## config.mk

```make
export PLATFORM = sky130hd
export DESIGN_NAME = vga_axil_master
export DESIGN_NICKNAME = d
export VERILOG_FILES = /design/src/rtl/vga_axil_master.sv
export SDC_FILE = /design/constraint.sdc
export NUM_CORES = 1
export LEC_CHECK = 0
export BUFFER_PORTS_ARGS = -buffer_cell sky130_fd_sc_hd__buf_2
export CAP_MARGIN = 20
export CORE_UTILIZATION = 50
export DETAILED_ROUTE_END_ITERATION = 16
export PLACE_DENSITY_LB_ADDON = 0.05
export SLEW_MARGIN = 20
export SYNTH_ARGS = -nofsm -noshare
export SYNTH_HDL_FRONTEND = slang
export SYNTH_SLANG_ARGS = --single-unit
```

## constraint.sdc

```tcl
create_clock -name clk_i -period 3.6 [get_ports clk_i]
set_input_delay 0.36 -clock clk_i [delete_from_list [all_inputs] [get_ports clk_i]]
set_output_delay 0.36 -clock clk_i [all_outputs]
set_load 0.1 [all_outputs]
```

## src/rtl/vga_axil_master.sv

```systemverilog
// -----------------------------------------------------------------------------
// vga_axil_master
//   AXI-Lite manager for the VGA subsystem. It accepts one native word request
//   at a time, issues the matching AXI-Lite read or write, and returns read
//   data and an error flag on the native response channel. Only one
//   transaction is outstanding, and every AXI output comes from a register.
//
//   The native address is a 29-bit word address. The AXI address is that word
//   address shifted left by three ({req_addr_i, 3'b000}), so bits [2:0] are
//   always zero.
//
// Parameters
//   ERR_CNT_WIDTH  width of the saturating non-OKAY response counter
//
// Optional feature
//   Define VGA_AXIL_MASTER_ERR_CNT_EN to add err_cnt_o. The counter adds one
//   per B/R handshake whose response is not OKAY, sticks at all-ones, and is
//   cleared only by reset. Without the macro, neither the port nor the counter
//   exists.
//
// Ports
//   clk_i, arst_ni                 clock, asynchronous active-low reset
//   req_valid_i / req_ready_o      native request handshake
//   req_we_i, req_addr_i           1 = write; 29-bit word address
//   req_wdata_i, req_wstrb_i       write data and byte strobes
//   rsp_valid_o / rsp_ready_i      native response handshake
//   rsp_rdata_o, rsp_err_o         read data (0 for writes); 1 = not OKAY
//   m_aw*, m_w*, m_b*              AXI-Lite write address/data/response
//   m_ar*, m_r*                    AXI-Lite read address/data
//   err_cnt_o                      non-OKAY count (optional)
// -----------------------------------------------------------------------------
module vga_axil_master #(
  parameter int unsigned ERR_CNT_WIDTH = 8
) (
  input  logic        clk_i,
  input  logic        arst_ni,
  input  logic        req_valid_i,
  output logic        req_ready_o,
  input  logic        req_we_i,
  input  logic [28:0] req_addr_i,
  input  logic [31:0] req_wdata_i,
  input  logic [3:0]  req_wstrb_i,
  output logic        rsp_valid_o,
  input  logic        rsp_ready_i,
  output logic [31:0] rsp_rdata_o,
  output logic        rsp_err_o,
  output logic [31:0] m_awaddr_o,
  output logic        m_awvalid_o,
  input  logic        m_awready_i,
  output logic [31:0] m_wdata_o,
  output logic [3:0]  m_wstrb_o,
  output logic        m_wvalid_o,
  input  logic        m_wready_i,
  input  logic [1:0]  m_bresp_i,
  input  logic        m_bvalid_i,
  output logic        m_bready_o,
  output logic [31:0] m_araddr_o,
  output logic        m_arvalid_o,
  input  logic        m_arready_i,
  input  logic [31:0] m_rdata_i,
  input  logic [1:0]  m_rresp_i,
  input  logic        m_rvalid_i,
  output logic        m_rready_o
`ifdef VGA_AXIL_MASTER_ERR_CNT_EN
  ,
  output logic [ERR_CNT_WIDTH-1:0] err_cnt_o
`endif
);

  localparam logic [1:0] RESP_OKAY = 2'b00;

  typedef enum logic [2:0] {
    IDLE,
    WR,
    WR_RESP,
    RD_ADDR,
    RD_DATA,
    RSP
  } state_e;

  state_e state;
  logic   aw_done;
  logic   w_done;
  logic   aw_fire;
  logic   w_fire;

  // The counter holds at all-ones instead of wrapping to zero.
  function automatic logic [ERR_CNT_WIDTH-1:0] sat_inc(input logic [ERR_CNT_WIDTH-1:0] v);
    return (&v) ? v : v + 1'b1;
  endfunction

  assign aw_fire = m_awvalid_o & m_awready_i;
  assign w_fire  = m_wvalid_o & m_wready_i;

  always_ff @(posedge clk_i or negedge arst_ni) begin
    if (!arst_ni) begin
      state       <= IDLE;
      req_ready_o <= 1'b1;
      aw_done     <= 1'b0;
      w_done      <= 1'b0;
      m_awaddr_o  <= '0;
      m_awvalid_o <= 1'b0;
      m_wdata_o   <= '0;
      m_wstrb_o   <= '0;
      m_wvalid_o  <= 1'b0;
      m_bready_o  <= 1'b0;
      m_araddr_o  <= '0;
      m_arvalid_o <= 1'b0;
      m_rready_o  <= 1'b0;
      rsp_valid_o <= 1'b0;
      rsp_rdata_o <= '0;
      rsp_err_o   <= 1'b0;
    end else begin
      unique case (state)
        // req_ready_o is high only in this state, so req_valid_i alone
        // completes the handshake.
        IDLE: begin
          if (req_valid_i) begin
            req_ready_o <= 1'b0;
            aw_done     <= 1'b0;
            w_done      <= 1'b0;
            if (req_we_i) begin
              m_awaddr_o  <= {req_addr_i, 3'b000};
              m_wdata_o   <= req_wdata_i;
              m_wstrb_o   <= req_wstrb_i;
              m_awvalid_o <= 1'b1;
              m_wvalid_o  <= 1'b1;
              state       <= WR;
            end else begin
              m_araddr_o  <= {req_addr_i, 3'b000};
              m_arvalid_o <= 1'b1;
              state       <= RD_ADDR;
            end
          end
        end

        // AW and W finish independently and in either order. Each valid
        // drops on its own handshake.
        WR: begin
          if (aw_fire) m_awvalid_o <= 1'b0;
          if (w_fire)  m_wvalid_o  <= 1'b0;
          aw_done <= aw_done | aw_fire;
          w_done  <= w_done | w_fire;
          if ((aw_done | aw_fire) && (w_done | w_fire)) begin
            m_bready_o <= 1'b1;
            state      <= WR_RESP;
          end
        end

        WR_RESP: begin
          if (m_bvalid_i) begin
            m_bready_o  <= 1'b0;
            rsp_rdata_o <= '0;
            rsp_err_o   <= (m_bresp_i != RESP_OKAY);
            rsp_valid_o <= 1'b1;
            state       <= RSP;
          end
        end

        RD_ADDR: begin
          if (m_arready_i) begin
            m_arvalid_o <= 1'b0;
            m_rready_o  <= 1'b1;
            state       <= RD_DATA;
          end
        end

        // Read data is forwarded even when the response is an error.
        RD_DATA: begin
          if (m_rvalid_i) begin
            m_rready_o  <= 1'b0;
            rsp_rdata_o <= m_rdata_i;
            rsp_err_o   <= (m_rresp_i != RESP_OKAY);
            rsp_valid_o <= 1'b1;
            state       <= RSP;
          end
        end

        RSP: begin
          if (rsp_ready_i) begin
            rsp_valid_o <= 1'b0;
            req_ready_o <= 1'b1;
            state       <= IDLE;
          end
        end

        default: state <= IDLE;
      endcase
    end
  end

`ifdef VGA_AXIL_MASTER_ERR_CNT_EN
  // The wait-state qualifiers mean only real B/R handshakes are counted.
  // Stray valids outside WR_RESP/RD_DATA never advance the counter.
  always_ff @(posedge clk_i or negedge arst_ni) begin
    if (!arst_ni) begin
      err_cnt_o <= '0;
    end else if ((state == WR_RESP && m_bvalid_i && m_bresp_i != RESP_OKAY) ||
                 (state == RD_DATA && m_rvalid_i && m_rresp_i != RESP_OKAY)) begin
      err_cnt_o <= sat_inc(err_cnt_o);
    end
  end
`endif

endmodule

```

# After elaboration in Yosys (flattened, before gate mapping)
# Index checks and enable logic that the tools add are counted.
# W data, S select, Z words.
# word_totals
reg_bits	139
in_bits	111
output_inout_bits	140
wordCells	98
# op_classes
eq_ne	15
muxes	39
n_bitwise	5
n_reduce_logical	23
# op_table
operator	n
$mux W32	2
$pmux W32 S2	1
$ne A2 B2 Y1 const B	10
$mux W1	18
$mux W3	6
$pmux W1 S2	9
$pmux W3 S6	1
$reduce_and A3 Y1	6
$reduce_and A4 Y1	4
$reduce_bool A2 Y1	8
$eq A3 B2 Y1 const B	2
$eq A3 B3 Y1 const B	2
$reduce_and A6 Y1	1
$eq A3 B1 Y1 const B	1
$logic_not A3 Y1	1
$pmux W1 S3	1
$reduce_bool A3 Y1	1
$and A1 B1 Y1	2
$mux W2	1
$or A1 B1 Y1	2
$reduce_and A2 Y1	1
$logic_and A1 B1 Y1	1
$not A1 Y1	1

# Logic depth before layout (Yosys ltp)
# Gate-level depths: netlist (run 1).
# logic_depth
word_depth	5
mapped_depth	5
mapped_depth_nobuf	3

# Least setup slack after synthesis (run 1)
# OpenSTA, ideal clock, no wires.
# synth_path
path_kind	flip-flop to flip-flop
from	register m_wvalid_o
to	register state[0]
setup_time_ns	0.129
arrival_time_ns	1.524
required_ns	3.471
slack_ns	1.947
stages_incl_launch_ff	4
n_path_buf	0
synth_period_minus_slack_ns	1.653
path_cell_list	dfrtp_1 a21o_1 a21boi_0 o41a_1
# synth_via
elab_chain_cells	5
# synth_lines
element	line_no	text
start: declaration	52	output logic m_wvalid_o,
start signal: assignment	105	m_wvalid_o <= 1'b0;
start signal: assignment	127	m_wvalid_o <= 1'b1;
start signal: assignment	141	if (w_fire) m_wvalid_o <= 1'b0;
$and A1 B1 Y1	93	assign w_fire = m_wvalid_o & m_wready_i;
$or A1 B1 Y1	144	if ((aw_done | aw_fire) && (w_done | w_fire)) begin
$logic_and A1 B1 Y1	144	
$ne A2 B2 Y1 (no source line)	n/a	
$reduce_and A6 Y1 (no source line)	n/a	
end signal: assignment	146	state <= WR_RESP;
end signal: assignment	156	state <= RSP;
end signal: assignment	164	state <= RD_DATA;
end: declaration	81	state_e state;
# No other way between the ends.
# A chain may end at the register's enable or synchronous reset.

# Final worst setup path (run 1)
# layout_path
from	register state[2]
to	register m_wdata_o[25]
# layout_via
elab_chain_cells	2
# layout_lines
element	line_no	text
start signal: assignment	97	state <= IDLE;
start signal: assignment	128	state <= WR;
start signal: assignment	132	state <= RD_ADDR;
$logic_not A3 Y1	114	unique case (state)
$reduce_and A3 Y1 (no source line)	n/a	
end signal: assignment	124	m_wdata_o <= req_wdata_i;
end: declaration	50	output logic [31:0] m_wdata_o,
# No other way between the ends.

==> out/metrics.yaml, run 1 <==
fin_skew_ns: 0.00442
maxCapViolCount: 0
cp_slowest_cell: "dfrtp_1"
postLayoutCellArea_sq_um: 7440
die_area_sq_um: 11300
clockRootBuffer: "clkbuf_8"
die_y_um: 106
slew_violations: 0
cts.sinks: 139
cts_setup_buffers: 0
rows: 37
postSynthCellCount: 350
die_w_um: 106
antenna_found_initial: 0
ant_nets: 0
io_buffers: 244
final_common_cell: "buf_2"
h-tree-depth: 4
fmax_mhz: 485
critical_path.max_fanout: 49
rrSetupSlack_ns: 1.54
syn_to_final_growth_pct: 36.3
dr.pass1.iters: 4
cts.path.max_buffers: 2
hold_violations: 24
timing.hold.ws_ns: -0.0628
insertion_delay_ns: 0.51
ctsResizeCount: 0
ys_warn_count: 0
synth.avg_cell_area_sq_um: 15.6
rsz0062_at_grt: "no"
min_path_type: "input pin to async pin"
wirelength_um: 12300
drc: 0
critical-path-top-delay-family: "flip-flops"
tightest_slew_ns: 0.903
r2r_cells: 4
coreArea_sq_um: 10500
post-dp-hpwl_um: 8790
period_share: 0.573
layout_common_cells: "buf_2 (243), dfrtp_1 (138), mux2_2 (66), a22o_1 (32), mux2_4 (28)"
start_kind: "flop"
period_needed_ns: 2.06
worstSetupPathType: "flop to flop"
synth-edff-count: 0
async_reset_ff_frac: 1.00
grt_pass1_wl_um: 19700
grt_util_all_layers: 0.228
slowest_delay_ns: 0.67
violations: "hold timing"
wl_per_cell_um: 16.4
netlist-cell-type-count: 38
synth_seq_cells: 139
slew_headroom: 0.398
finalSetupViolations: 0
vias: 3849
ios: 251
initial_core_util: 0.522
r2r_end: "m_wdata_o[25]"
path_buf_inv: 1
final.setup.tns_ns: 0
drt_iter0_drc: 136
grt-ovfl-total: 0
ys.flop_type: "dfrtp_1"
drive_above_1_share: 0.621
viasPerCell: 5.15
placed_area_sq_um: 6770
grt_pass1_vias: 3932
cts_buffers: 17
timing.rr.start: "state[2]"
cp-end-kind: "flop"
synth_seq_area_share: 0.638
place_congestion: 0.822
worstPathRequired_ns: 3.99
fin_nets: 710
grt_max_degree: 116
path_cells: "nor2_4, nand4_1, buf_4, mux2_2"
cts_tree: "built"
status: "complete, but fails checks"
syn_area_sq_um: 5460
clk_pin_slew_ns: 0.06
stdcell_count: 748
cp.arrival_ns: 2.46
diodes: 0
dp_cells: 716
hold_buffers: 0
-- metal layers --
layer  GRT usage  vias up  share of wire  routed length (um)
met4       0.106        0          0.022                 272
met2       0.365      170           0.49                5970
met5           0        -              0                   0
met3      0.0625       24          0.075                 923
li1            -     1752              -                   -
met1       0.288     1903           0.42                5130
-- cell usage after synthesis, types with 2 or more instances --
cell	number	share of area
inv_1	7	0.0048
a22o_1	32	0.051
a31oi_1	3	0.0034
o21ai_0	5	0.0046
nand3_1	2	0.0018
buf_6	3	0.0062
nand3b_1	2	0.0028
mux2_1	2	0.0041
a21o_1	3	0.0041
nand2b_1	4	0.0046
mux2_2	66	0.14
buf_2	11	0.010
dfrtp_1	138	0.63
buf_4	7	0.0096
clkbuf_1	5	0.0034
mux2_4	28	0.077
mux2i_1	2	0.0037
nor2_1	6	0.0041
a21oi_1	3	0.0028
a32oi_1	3	0.0048
-- kinds of logic (layout without fill, tap and decap cells) --
logic type,after synthesis,after routing,synth area share
multiplexers,98,98,0.221
other,1,6,0.000687
AND/OR/NAND/NOR,22,22,0.0234
AO/OA/AOI/OAI,57,57,0.0830
buffers and inverters,33,290,0.0342
flip-flops,139,139,0.638
-- cell type report --
class                      instances  area (sq um)
multi-input combinational        183          1820
fill                             746          3020
sequential                       139          3480
clock buffer                      21           449
timing repair buffer             251          1280
tap                              136           170
inverter                           7          26.3
clock inverter                    11           214
-- flip-flops by register name, indices dropped and copies added, names as in the netlist --
| register | cells |
|---|---|
| rsp_valid_o | 1 |
| w_done | 1 |
| m_wdata_o | 32 |
| state | 3 |
| aw_done | 1 |
| m_bready_o | 1 |
| m_arvalid_o | 1 |
| rsp_err_o | 1 |
| rsp_rdata_o | 32 |
| m_rready_o | 1 |
| m_wvalid_o | 1 |
| m_araddr_o | 29 |
| m_awvalid_o | 1 |
| m_awaddr_o | 29 |
| req_ready_o | 1 |
| m_wstrb_o | 4 |
-- per-stage QoR --
step,hold WS (ns),setup WS (ns),util
floorplan,0.0644,1.95,-
global placement,0.465,1.63,0.647
detailed placement,0.474,1.56,0.647
CTS,0.0319,1.54,0.711
global route,0.0464,1.41,0.711
finish,-0.0628,1.54,0.711
-- worst max path at each step --
stage                          start             to  slack [ns]  depth (start not counted)
final                       state[2]  m_wdata_o[25]        1.54                          4
after global routing        state[2]  m_wdata_o[30]        1.41                          4
after CTS                   state[2]  m_wdata_o[29]        1.54                          4
after detailed placement    state[2]  m_wdata_o[29]        1.56                          4
after global placement      state[2]  m_wdata_o[29]        1.63                          4
after floorplan           m_wvalid_o       state[0]        1.95                          3
Power of run 1 is left out: the tool's default activity adds up to more than one toggle a clock period on the data nets, which glitch-free logic cannot reach.
==> run 2: changes to the inputs <==
- ABC_AREA: not set -> 1
- CORE_UTILIZATION: 50 -> 42
- clock period: 3.6 -> 1.8 ns (I/O delays scaled with it)
==> run 2 against run 1 <==
  * Utilization fell by 7.3 points
  * Fmax increased by 27%
  * Clock skew fell by 0.00054 ns
  * Synthesized cell count grew 75%
  * Critical path depth up 3
  * Cell count is 48% higher
  * The run now ends clean
==> out/metrics.yaml, run 2 <==
status: "complete, no violations"  # was complete, but fails checks
reg_top3: "m_wdata_o x32, rsp_rdata_o x32"  # unchanged
final.setup.tns_ns: 0  # unchanged
postSynthCellCount: 614  # was 350
netlist-cell-type-count: 23  # was 38
place_congestion: 0.886  # was 0.822
dr.pass1.iters: 4  # unchanged
viasPerCell: 4.61  # was 5.15
insertion_delay_ns: 0.41  # was 0.51 ns
critical_path.max_fanout: 58  # was 49
grt_util_all_layers: 0.223  # was 0.228
async_reset_ff_frac: 1.00  # unchanged
post-dp-hpwl_um: 10100  # was 8790 um
cp_slowest_cell: "dfrtp_1"  # unchanged
cts.path.max_buffers: 2  # unchanged
synth_seq_cells: 139  # unchanged
grt_pass1_wl_um: 23000  # was 19700 um
cp.arrival_ns: 1.90  # was 2.46 ns
final_common_cell: "nand2_1"  # was buf_2
synth-edff-count: 0  # unchanged
cts_tree: "built"  # unchanged
ctsResizeCount: 0  # unchanged
io_buffers: 244  # unchanged
netlist.area_leader.share: 0.621  # was 0.633
path_cells: "nor2_2, nand2_2, nor2_4, nand2_2, buf_4, nand2_1, o21ai_0"  # was nor2_4, nand4_1, buf_4, mux2_2
critical-path-top-delay-family: "simple AND/OR/NAND/NOR gates"  # was flip-flops
placed_area_sq_um: 6920  # was 6770 sq um
h-tree-depth: 4  # unchanged
ys_top_cells_by_count: "nand2_1 (262), dfrtp_1 (138), o21ai_0 (54), nand3_1 (44), inv_1 (41)"  # was dfrtp_1 (138), mux2_2 (66), a22o_1 (32), mux2_4 (28), buf_2 (11)
period_needed_ns: 1.63  # was 2.06 ns
cts_buffers: 17  # unchanged
slowest_delay_ns: 0.46  # was 0.67 ns
crit_top_cell: "nand2_2"
fin_nets: 1033  # was 710
coreArea_sq_um: 12800  # was 10500 sq um
die_area_sq_um: 13700  # was 11300 sq um
synth_seq_area_share: 0.626  # was 0.638
finalSetupViolations: 0  # unchanged
clk_pin_slew_ns: 0.06  # about the same
hold_buffers: 62  # was 0
maxCapViolCount: 0  # unchanged
diodes: 0  # unchanged
die_w_um: 117  # was 106 um
synth_top_area_cell: "dfrtp_1"  # unchanged
clockRootBuffer: "clkbuf_16"  # was clkbuf_8
worstPathRequired_ns: 2.07  # was 3.99 ns
start_kind: "flop"  # unchanged
wl_per_cell_um: 13.4  # was 16.4 um
ios: 251  # unchanged
drive_above_1_share: 0.329  # was 0.621
slew_violations: 0  # unchanged
worstSetupPathType: "flop to flop"  # unchanged
die_y_um: 117  # was 106 um
rows: 41  # was 37
fmax_mhz: 614  # was 485 MHz
antenna_found_initial: 0  # unchanged
cts_setup_buffers: 0  # unchanged
ant_nets: 0  # unchanged
drc: 0  # unchanged
fin_skew_ns: 0.00388  # was 0.00442 ns
postLayoutCellArea_sq_um: 8150  # was 7440 sq um
synth_area_leaders: "dfrtp_1 (62%), nand2_1 (18%), o21ai_0 (4.9%)"  # was dfrtp_1 (63%), mux2_2 (14%), mux2_4 (7.7%)
cts.sinks: 139  # unchanged
grt_max_degree: 77  # was 116
grt_pass1_vias: 4888  # was 3932
vias: 5103  # was 3849
tightest_slew_ns: 0.531  # was 0.903 ns
min_path_type: "input pin to flop"  # was input pin to async pin
rsz0062_at_grt: "no"  # unchanged
drt_iter0_drc: 283  # was 136
syn_area_sq_um: 5560  # was 5460 sq um
yosysMostFrequentCell: "nand2_1"  # was dfrtp_1
cp-end-kind: "flop"  # unchanged
slew_headroom: 0.646  # was 0.398
initial_core_util: 0.435  # was 0.522
ys_warn_count: 0  # unchanged
wirelength_um: 14800  # was 12300 um
period_share: 0.905  # was 0.573
layout_common_cells: "nand2_1 (262), buf_2 (243), dfrtp_1 (138), dlygate4sd3_1 (62), o21ai_0 (54)"  # was buf_2 (243), dfrtp_1 (138), mux2_2 (66), a22o_1 (32), mux2_4 (28)
hold_violations: 0  # was 24
grt-ovfl-total: 0  # unchanged
synth.avg_cell_area_sq_um: 9.05  # was 15.6 sq um
syn_to_final_growth_pct: 46.7  # was 36.3%
ys.flop_type: "dfrtp_1"  # unchanged
path_buf_inv: 1  # unchanged
run 2: worst paths after layout:
check	from	endpoint	slack (ns)	cells past startpoint
worst min-delay path	req_wdata_i[10]	m_wdata_o[10]	0.02	3
worst min register to register	m_wdata_o[8]	m_wdata_o[8]	0.46	2
worst max register to register	state[0]	m_araddr_o[9]	0.17	7
max in group asynchronous	arst_ni	rsp_rdata_o[30]	0.87	3
min in group asynchronous	arst_ni	m_awaddr_o[15]	0.28	2
worst max-delay path	state[0]	m_araddr_o[9]	0.17	7
run 2: cells by family (layout without fill, tap and decap cells):
kind of cell    count (synthesis)  in the layout  synth area share
flops                         139            139             0.626
buf+inv                        82            398            0.0750
simple gates                  322            322             0.233
other cells                     1              6          0.000675
compound gates                 70             70            0.0651
run 2: tightest hold or removal path, stage by stage:
cell and delay [ns]:
buf_2 0.08, nand3_1 0.07, nand2_1 0.06
run 2: cell type report:
class                           instances  area [sq um]
Multi-Input combinational cell        398          1680
Clock buffer                           20           467
Clock inverter                         12           145
Tap cell                              172           215
Timing Repair Buffer                  321          2000
Inverter                               45           169
Sequential cell                       139          3480
Fill cell                            1088          4620
run 2: per-layer routing:
layer | track usage | vias to the layer above | share of wire
met3 | 0.0757 | 28 | 0.080
met1 | 0.262 | 2361 | 0.42
li1 | - | 2520 | -
met5 | 0 | - | 0
met2 | 0.372 | 194 | 0.48
met4 | 0.0962 | 0 | 0.022
run 2: metrics by stage:
stage                     std cells  hold slack, ns  setup WS, ns   util
final                          1107          0.0189         0.171  0.638
after global routing           1107         0.00859        0.0231  0.638
after global placement         1013           0.176         0.267  0.542
after CTS                      1107       0.0000292         0.159  0.638
after floorplan                 619          -0.116        0.0142      -
after detailed placement       1013           0.186         0.178  0.542
Power of run 2 is left out for the same reason.
==> run 3: changes to the inputs <==
- CORE_ASPECT_RATIO: not set -> 1.4
- clock period: 1.8 -> 1.3 ns (I/O delays scaled with it)
==> run 3 against run 2 <==
  * The run now ends with setup timing left
  * Clock skew grew 0.012 ns
  * Worst setup slack lost 0.32 ns
  * Via count rose by 13%
  * Global-route usage is 4.7 points higher
  * Final area grew 22%
  * First-iteration DRC count down 31%
  * Register-to-register slack got worse by 0.32 ns
  * Non-clock buffer count increased by 82
  * Sequential share of layout area decreased by 7.7 points
  * Die area hardly changed
==> out/metrics.yaml, run 3 (synthesized netlist as in run 2, its figures left out) <==
diodes: 0  # unchanged
layout_common_cells: "nand2_1 (216), buf_4 (156), dfrtp_1 (135), buf_2 (109), dlygate4sd3_1 (100)"  # was nand2_1 (262), buf_2 (243), dfrtp_1 (138), dlygate4sd3_1 (62), o21ai_0 (54)
coreArea_sq_um: 12900  # was 12800 sq um
clk_pin_slew_ns: 0.06  # about the same
die_area_sq_um: 13700  # about the same
wl_per_cell_um: 16.1  # was 13.4 um
status: "complete, but fails checks"  # was complete, no violations
ios: 251  # unchanged
cts.sinks: 139  # unchanged
finalSetupViolations: 135  # was 0
clockRootBuffer: "clkbuf_16"  # unchanged
io_buffers: 244  # unchanged
wirelength_um: 18900  # was 14800 um
slew_violations: 0  # unchanged
min_path_type: "input pin to flop"  # unchanged
final-seq-area_sq_um: 3490  # was 3480 sq um
hold_violations: 0  # unchanged
critical-path-top-delay-family: "flip-flops"  # was simple AND/OR/NAND/NOR gates
rsz0062_at_grt: "yes"  # was no
dr.pass1.iters: 5  # was 4
postLayoutCellArea_sq_um: 9960  # was 8150 sq um
grt_pass1_vias: 5963  # was 4888
insertion_delay_ns: 0.42  # was 0.41 ns
slowest_delay_ns: 0.48  # was 0.46 ns
grt_max_degree: 63  # was 77
rows: 49  # was 41
ant_nets: 0  # unchanged
fill_cells: 835  # was 1088
fin_nets: 1116  # was 1033
final_common_cell: "nand2_1"  # unchanged
critical_path.max_fanout: 9  # was 58
cts.path.max_buffers: 2  # unchanged
period_share: 1.11  # was 0.905
grt_pass1_wl_um: 28900  # was 23000 um
violations: "setup timing"
drc: 0  # unchanged
period_needed_ns: 1.45  # was 1.63 ns
grt-ovfl-total: 0  # unchanged
cp-end-kind: "flop"  # unchanged
h-tree-depth: 4  # unchanged
maxCapViolCount: 0  # unchanged
reg_top3: "m_wdata_o x32, rsp_rdata_o x32"  # unchanged
antenna_found_initial: 0  # unchanged
multi_input_area_sq_um: 1970  # was 1680 sq um
vias: 5768  # was 5103
syn_to_final_growth_pct: 79.2  # was 46.7%
drt_iter0_drc: 196  # was 283
place_congestion: 0.769  # was 0.886
placed_area_sq_um: 7150  # was 6920 sq um
cp_slowest_cell: "dfrtp_2"  # was dfrtp_1
viasPerCell: 4.93  # was 4.61
path_cells: "inv_2, nand2_2, nor2_4, buf_6, nand2_8, buf_16, nand2_1, o21ai_2"  # was nor2_2, nand2_2, nor2_4, nand2_2, buf_4, nand2_1, o21ai_0
fin_skew_ns: 0.0158  # was 0.00388 ns
cts_buffers: 17  # unchanged
grt_util_all_layers: 0.269  # was 0.223
worstPathRequired_ns: 1.61  # was 2.07 ns
post-dp-hpwl_um: 9940  # was 10100 um
drive_above_1_share: 0.415  # was 0.329
die_w_um: 99.2  # was 117 um
cp.arrival_ns: 1.75  # was 1.90 ns
fmax_mhz: 691  # was 614 MHz
initial_core_util: 0.432  # was 0.435
rrSetupSlack_ns: -0.15  # was 0.17 ns
worstSetupPathType: "flop to flop"  # unchanged
cts_tree: "built"  # unchanged
die_y_um: 138  # was 117 um
start_kind: "flop"  # unchanged
fin_ws_ns: -0.147  # was 0.171 ns
final_core_util: 0.774  # was 0.638
path_buf_inv: 3  # was 1
==> run 3: through the flow <==
step	TNS, ns	instances	worst slack (ns)	hold slack, ns
floorplan	-3.63	619	-0.0595	-0.166
global placement	-11.22	1009	-0.128	-0.0677
detailed placement	-16.11	1009	-0.180	-0.0690
CTS	-12.50	1167	-0.141	0.0227
global route	-23.74	1171	-0.225	0.0476
finish	-12.68	1171	-0.147	0.0457
==> run 3: path summary, 6_finish.rpt <==
| check | from | end | cells past startpoint |
|---|---|---|---|
| worst max-delay path | state[2] | m_awaddr_o[4] | 8 |
| worst min-delay path | m_wready_i | m_wvalid_o | 4 |
| worst max register to register | state[2] | m_awaddr_o[4] | 8 |
| worst min register to register | rsp_rdata_o[6] | rsp_rdata_o[6] | 2 |
| max in group asynchronous | arst_ni | m_araddr_o[29] | 3 |
| min in group asynchronous | arst_ni | rsp_rdata_o[20] | 2 |
==> run 3: what timing repair did <==
action,in CTS,in global routing
hold endpoints to repair,265,0
setup endpoints to repair,262,137
setup buffers,20,0
pin swaps,16,33
hold buffers,100,0
resized for setup,215,65
gates cloned,9,7
==> run 3: final cells by class <==
type / instances / area share
clock inverter: 13 / 0.0182
inverter: 45 / 0.0182
tap: 153 / 0.0192
clock buffer: 19 / 0.0445
timing repair buffer: 403 / 0.351
multi-input combinational: 399 / 0.198
sequential: 139 / 0.350
==> run 3: worst reg2reg max path: cells and delay by family, from the launching register on <==
| family | cells | cell delay (ns) |
|---|---|---|
| AO/OA/AOI/OAI | 1 | 0.07 |
| buffers and inverters | 3 | 0.44 |
| flip-flops | 1 | 0.48 |
| AND/OR/NAND/NOR | 4 | 0.37 |
==> run 3: per-layer routing <==
layer | part of all wire | global-route usage | routed length, um | vias up
li1 | - | - | - | 2693
met1 | 0.39 | 0.303 | 7370 | 2772
met2 | 0.52 | 0.476 | 9770 | 241
met3 | 0.054 | 0.0627 | 1020 | 62
met4 | 0.038 | 0.128 | 723 | 0
met5 | 0 | 0 | 0 | -
Power of run 3 is left out for the same reason.
